## src/rtl/hazard_pkg.sv

```systemverilog
// Shared encodings for the forwarding/hazard unit: operand select codes and
// load-use stall FSM states.
package hazard_pkg;

    typedef enum logic [1:0] {
        FWD_NONE = 2'b00,
        FWD_MEM  = 2'b01,
        FWD_WB   = 2'b10
    } fwd_sel_e;

    typedef enum logic {
        ST_IDLE  = 1'b0,
        ST_STALL = 1'b1
    } hz_state_e;

endpackage

```

## src/rtl/rs_match_cell.sv

```systemverilog
// One source operand compared against one pipeline stage destination, with
// valid/write-enable gating and optional hard-wired x0 exclusion.
module rs_match_cell #(
    parameter int ADDR_W      = 5,
    parameter bit ZERO_REG_HW = 1'b1
) (
    input  logic              id_valid_i,
    input  logic              rs_used_i,
    input  logic [ADDR_W-1:0] rs_addr_i,
    input  logic              stg_valid_i,
    input  logic [ADDR_W-1:0] rd_addr_i,
    input  logic              reg_write_i,
    output logic              hit_o
);

    logic rd_is_zero;

    assign rd_is_zero = (rd_addr_i == '0);

    assign hit_o = id_valid_i & rs_used_i & stg_valid_i & reg_write_i &
                   (rd_addr_i == rs_addr_i) & ~(ZERO_REG_HW & rd_is_zero);

endmodule

```

## src/rtl/forward_hazard_unit.sv

```systemverilog
// Decode-stage hazard detector: registered per-source EX operand forwarding
// selects plus a load-use stall FSM with programmable bubble count.
import hazard_pkg::*;

module forward_hazard_unit #(
    parameter int NUM_SRC        = 2,
    parameter int ADDR_W         = 5,
    parameter int LOAD_STALL_CYC = 1,
    parameter bit ZERO_REG_HW    = 1'b1
) (
    input  logic                      clk_i,
    input  logic                      reset_i,
    input  logic                      id_valid_i,
    input  logic [NUM_SRC*ADDR_W-1:0] id_rs_addr_i,
    input  logic [NUM_SRC-1:0]        id_rs_used_i,
    input  logic                      ex_valid_i,
    input  logic [ADDR_W-1:0]         ex_rd_addr_i,
    input  logic                      ex_reg_write_i,
    input  logic                      ex_is_load_i,
    input  logic                      mem_valid_i,
    input  logic [ADDR_W-1:0]         mem_rd_addr_i,
    input  logic                      mem_reg_write_i,
    output logic [2*NUM_SRC-1:0]      fwd_sel_o,
    output logic                      stall_o,
    output logic                      bubble_o,
    output logic                      stall_active_o
);

    localparam logic [2:0] CNT_INIT = 3'(LOAD_STALL_CYC - 1);

    logic [NUM_SRC-1:0]      ex_hit, mem_hit;
    logic                    lu_hit;
    hz_state_e               state_q, state_d;
    logic [2:0]              cnt_q, cnt_d;
    logic [NUM_SRC-1:0][1:0] fwd_q, fwd_d;
    logic                    stall;

    for (genvar i = 0; i < NUM_SRC; i++) begin : g_src
        rs_match_cell #(.ADDR_W(ADDR_W), .ZERO_REG_HW(ZERO_REG_HW)) u_ex (
            .id_valid_i (id_valid_i),
            .rs_used_i  (id_rs_used_i[i]),
            .rs_addr_i  (id_rs_addr_i[i*ADDR_W +: ADDR_W]),
            .stg_valid_i(ex_valid_i),
            .rd_addr_i  (ex_rd_addr_i),
            .reg_write_i(ex_reg_write_i),
            .hit_o      (ex_hit[i])
        );
        rs_match_cell #(.ADDR_W(ADDR_W), .ZERO_REG_HW(ZERO_REG_HW)) u_mem (
            .id_valid_i (id_valid_i),
            .rs_used_i  (id_rs_used_i[i]),
            .rs_addr_i  (id_rs_addr_i[i*ADDR_W +: ADDR_W]),
            .stg_valid_i(mem_valid_i),
            .rd_addr_i  (mem_rd_addr_i),
            .reg_write_i(mem_reg_write_i),
            .hit_o      (mem_hit[i])
        );
    end

    assign lu_hit = |(ex_hit & {NUM_SRC{ex_is_load_i}});

    always_ff @(posedge clk_i) begin
        if (reset_i) begin
            state_q <= ST_IDLE;
            cnt_q   <= '0;
        end else begin
            state_q <= state_d;
            cnt_q   <= cnt_d;
        end
    end

    // A single-bubble stall never enters STALL: the load reaches MEM next edge
    // and the same source then resolves as an ordinary MEM forward.
    always_comb begin
        state_d = state_q;
        cnt_d   = cnt_q;
        unique case (state_q)
            ST_IDLE: begin
                if (lu_hit && LOAD_STALL_CYC > 1) begin
                    state_d = ST_STALL;
                    cnt_d   = CNT_INIT;
                end
            end
            ST_STALL: begin
                cnt_d = cnt_q - 3'd1;
                if (cnt_q == 3'd1) state_d = ST_IDLE;
            end
            default: state_d = ST_IDLE;
        endcase
    end

    always_comb begin
        stall          = 1'b0;
        stall_active_o = 1'b0;
        unique case (state_q)
            ST_IDLE:  stall = lu_hit;
            ST_STALL: begin
                stall          = 1'b1;
                stall_active_o = 1'b1;
            end
            default:  stall = 1'b0;
        endcase
        if (reset_i) stall = 1'b0;
    end

    assign stall_o  = stall;
    assign bubble_o = stall;

    always_comb begin
        fwd_d = '0;
        for (int i = 0; i < NUM_SRC; i++) begin
            if (ex_hit[i])       fwd_d[i] = FWD_MEM;
            else if (mem_hit[i]) fwd_d[i] = FWD_WB;
            else                 fwd_d[i] = FWD_NONE;
        end
        if (stall) fwd_d = '0;
    end

    always_ff @(posedge clk_i) begin
        if (reset_i) fwd_q <= '0;
        else         fwd_q <= fwd_d;
    end

    assign fwd_sel_o = fwd_q;

endmodule

```

## config.mk

```make
export PLATFORM = sky130hd
export DESIGN_NAME = forward_hazard_unit
export DESIGN_NICKNAME = d
export VERILOG_FILES = /design/src/rtl/hazard_pkg.sv /design/src/rtl/rs_match_cell.sv /design/src/rtl/forward_hazard_unit.sv
export SDC_FILE = /design/constraint.sdc
export NUM_CORES = 1
export LEC_CHECK = 0
export CAP_MARGIN = 20
export CORE_UTILIZATION = 36
export DETAILED_ROUTE_END_ITERATION = 8
export GPL_TIMING_DRIVEN = 0
export PLACE_DENSITY = 0.78
export RECOVER_POWER = 25
export SYNTH_ARGS = -nofsm -noshare
export SYNTH_HDL_FRONTEND = slang
export SYNTH_SLANG_ARGS = --single-unit
```

## constraint.sdc

```tcl
create_clock -name clk_i -period 1.95 [get_ports clk_i]
set_input_delay 0.195 -clock clk_i [delete_from_list [all_inputs] [get_ports clk_i]]
set_output_delay 0.195 -clock clk_i [all_outputs]
set_load 0.05 [all_outputs]
```

==> impl_metrics.json <==
{
  "outcome": "complete, no violations",
  "syn_area_per_cell_um2": 8.98,
  "ff2ff_setup_slack_ns": 0.42,
  "clk_latency_ns": 0.25,
  "worstReg2RegEnd": "fwd_sel_o[1]$_SDFF_PP0_",
  "worst_slack_ns": 0.0851,
  "core_area_um2": 1540,
  "synth_nets": 100,
  "multi_input_comb_area_um2": 454,
  "clock-sinks": 8,
  "dieArea_um2": 1860,
  "post-route-cell-area_um2": 1040,
  "clk_pin_slew_ns": 0.05,
  "reg2reg_depth": 5,
  "crit_slowest_cell": "clkdlybuf4s50_1",
  "finalNonFillerCells": 123,
  "maxSlewViolCount": 0,
  "die_y_um": 43.2,
  "fmaxAchievable_ghz": 0.536,
  "netlist_instances": 68,
  "place_area_um2": 1000,
  "initial_core_util_pct": 39.6,
  "finalSetupViolations": 0,
  "numCtsBuffers": 3,
  "synth_edf_count": 0,
  "dp.cells": 120,
  "cp_max_fo": 2,
  "grt_max_degree": 9,
  "io_buffers": 36,
  "dp_hpwl_mm": 1.33,
  "htree_levels": 1,
  "synth.area.top_cells": "dfxtp_1 (26%), xor2_1 (22%), xnor2_1 (10%)",
  "cp_top_family": "buffers and inverters",
  "postCtsSetupRepairBufs": 0,
  "cts-root-buf": "clkbuf_4",
  "n_antenna_cell": 0,
  "power.leakage_nw": 0.437,
  "grt_pass1_wl_mm": 2.47,
  "antenna_found_initial": 0,
  "worst_pin_slew_ns": 0.498,
  "yosys.area.top_type": "dfxtp_1",
  "fin_skew_ns": 0.000613,
  "grt_usage_pct": 18.3,
  "synth_warnings": 0,
  "netlist_area_um2": 611,
  "nFillCells": 130,
  "fp-row-count": 14,
  "holdWs_ns": 0.480,
  "routedWlPerCell_um": 12.8,
  "grt_pass1_vias": 549,
  "period_minus_slack_ns": 1.86,
  "dp_slack_ns": -0.830,
  "cp_num_buf_inv": 3,
  "cts_hold_buf": 0,
  "fin_nets": 141,
  "viasPerCell": 5.09,
  "max_stage_delay_ns": 0.45,
  "vias": 626,
  "timing.rr.start": "state_q$_SDFF_PP0_",
  "die_x_um": 43.2,
  "first_iter_violations": 5,
  "syn_to_final_growth_pct": 70.3,
  "peakVddDrop_uv": 364,
  "cp-start-kind": "input port",
  "holdCritPathClass": "in -> reg",
  "ys.flop_type": "dfxtp_1",
  "ys_ff_latch": 8,
  "cts_tree": "built",
  "synth_seq_area_share_pct": 26.2,
  "crit_chain": "clkdlybuf4s50_1, xor2_1, nor4_2, a221oi_2, nor3_4, buf_4, buf_6",
  "drt-total-wl_mm": 1.58,
  "rsz0062_at_grt": "no",
  "worstPathRequired_ns": 1.75,
  "synth_top_cell_area_share_pct": 26.2,
  "seq_area_um2": 160,
  "drc": 0,
  "hp-start": "id_rs_addr_i[5]",
  "worstSetupPathType": "in -> out",
  "gp_congestion": 0.813,
  "hold-path-endpoint": "fwd_sel_o[3]$_SDFF_PP0_",
  "drive_gt1_share_pct": 14.0,
  "max-cap-violations": 0,
  "synth-async-reset-ratio_pct": 0,
  "power_uw": 411,
  "slew_headroom_pct": 66.7,
  "firstDrtPassIters": 2,
  "holdPathStages": 4,
  "final_core_util_pct": 67.5,
  "postRouteAntennaNets": 0,
  "overflow": 0,
  "powerDensity_nw_per_um2": 396,
  "end_kind": "output port",
  "synth_cell_types": 24,
  "worst_ep_arrival_time_ns": 1.67,
  "post-route-period-util_pct": 95.6,
  "cts_buffer_depth": 2,
  "final_hold_viol_count": 0,
  "io_pins": 37,
  "fin_tns_setup_ns": 0
}
==> placed cells by master, fill, tap and decap left out, drive strengths merged <==
cell | netlist | final
clkdlybuf4s50 | 0 | 22
xor2 | 15 | 15
dfxtp | 8 | 8
dlygate4sd2 | 0 | 8
xnor2 | 7 | 7
nor2 | 6 | 6
buf | 2 | 4
and3 | 3 | 3
nand2 | 3 | 3
clkbuf | 0 | 3
dlymetal6s2s | 0 | 3
nor4 | 3 | 3
inv | 2 | 2
a21oi | 2 | 2
and3b | 2 | 2
or4 | 2 | 2
nand4 | 2 | 2
ha | 2 | 2
nor3 | 2 | 2
a211oi | 2 | 2
a221oi | 1 | 1
o2111ai | 1 | 1
nor2b | 1 | 1
nor3b | 1 | 1
a2111oi | 1 | 1
dlygate4sd3 | 0 | 1
==> worst max-delay path by stage <==
stage,from,endpoint,slack (ns),depth (start not counted)
3_3_place_gp,ex_rd_addr_i[2],stall_o,-0.80,7
3_5_place_dp,ex_rd_addr_i[2],stall_o,-0.83,7
5_1_grt,id_rs_addr_i[1],stall_o,0.04,7
6_report,id_rs_addr_i[1],stall_o,0.09,7
2_1_floorplan,state_q$_SDFF_PP0_,stall_o,0.06,4
4_1_cts,id_rs_addr_i[9],stall_o,0.006,7
==> synth_stat cells, types with 2 or more instances <==
cell type	instances
and3b_2	2
xor2_1	15
nand4_1	2
inv_1	2
or4_1	2
dfxtp_1	8
and3_1	3
a21oi_1	2
ha_1	2
xnor2_1	7
nor3_1	2
nor2_1	5
nand2_1	3
nor4_1	3
==> registers in the layout, summed over array words and instances, names as in the netlist <==
register,count
state_q,1
cnt_q,3
fwd_sel_o,4
==> area by class of cell <==
cell class / count / area share [%]
Multi-Input combinational cell: 56 / 43.7
Timing Repair Buffer: 36 / 34.3
Sequential cell: 8 / 15.4
Clock buffer: 3 / 2.17
Tap cell: 16 / 1.93
Buffer: 2 / 1.81
Inverter: 2 / 0.722
==> kinds of logic after synthesis <==
family	Yosys count	synth area share, %
flops	8	26.2
compound gates	7	9.22
xor+xnor	22	31.6
buf+inv	4	4.30
simple gates	25	24.6
fa+ha+maj	2	4.10
==> power breakdown <==
| group | switching [mW] | internal, mW |
|---|---|---|
| Clock | 0.0547 | 0.0703 |
| Sequential | 0.0000204 | 0.164 |
| Combinational | 0.0516 | 0.0709 |
==> timing repair <==
action	in CTS	in global routing
setup endpoints to repair	2	2
pin swaps	3	4
resized for setup	24	3
==> worst reg2reg max path, stage by stage (launching register included) <==
cell	delay, ns
dfxtp_1	0.32
buf_6	0.14
nor2_4	0.11
o2111ai_1	0.14
or4_1	0.54
a211oi_2	0.20
==> per-layer routing <==
layer | routed length (um) | GRT usage [%]
met5 | 0 | 0
met4 | 0 | 3.64
met3 | 86 | 8.94
met2 | 788 | 28.4
met1 | 701 | 22.9
Power figures use the tool's default switching activity.
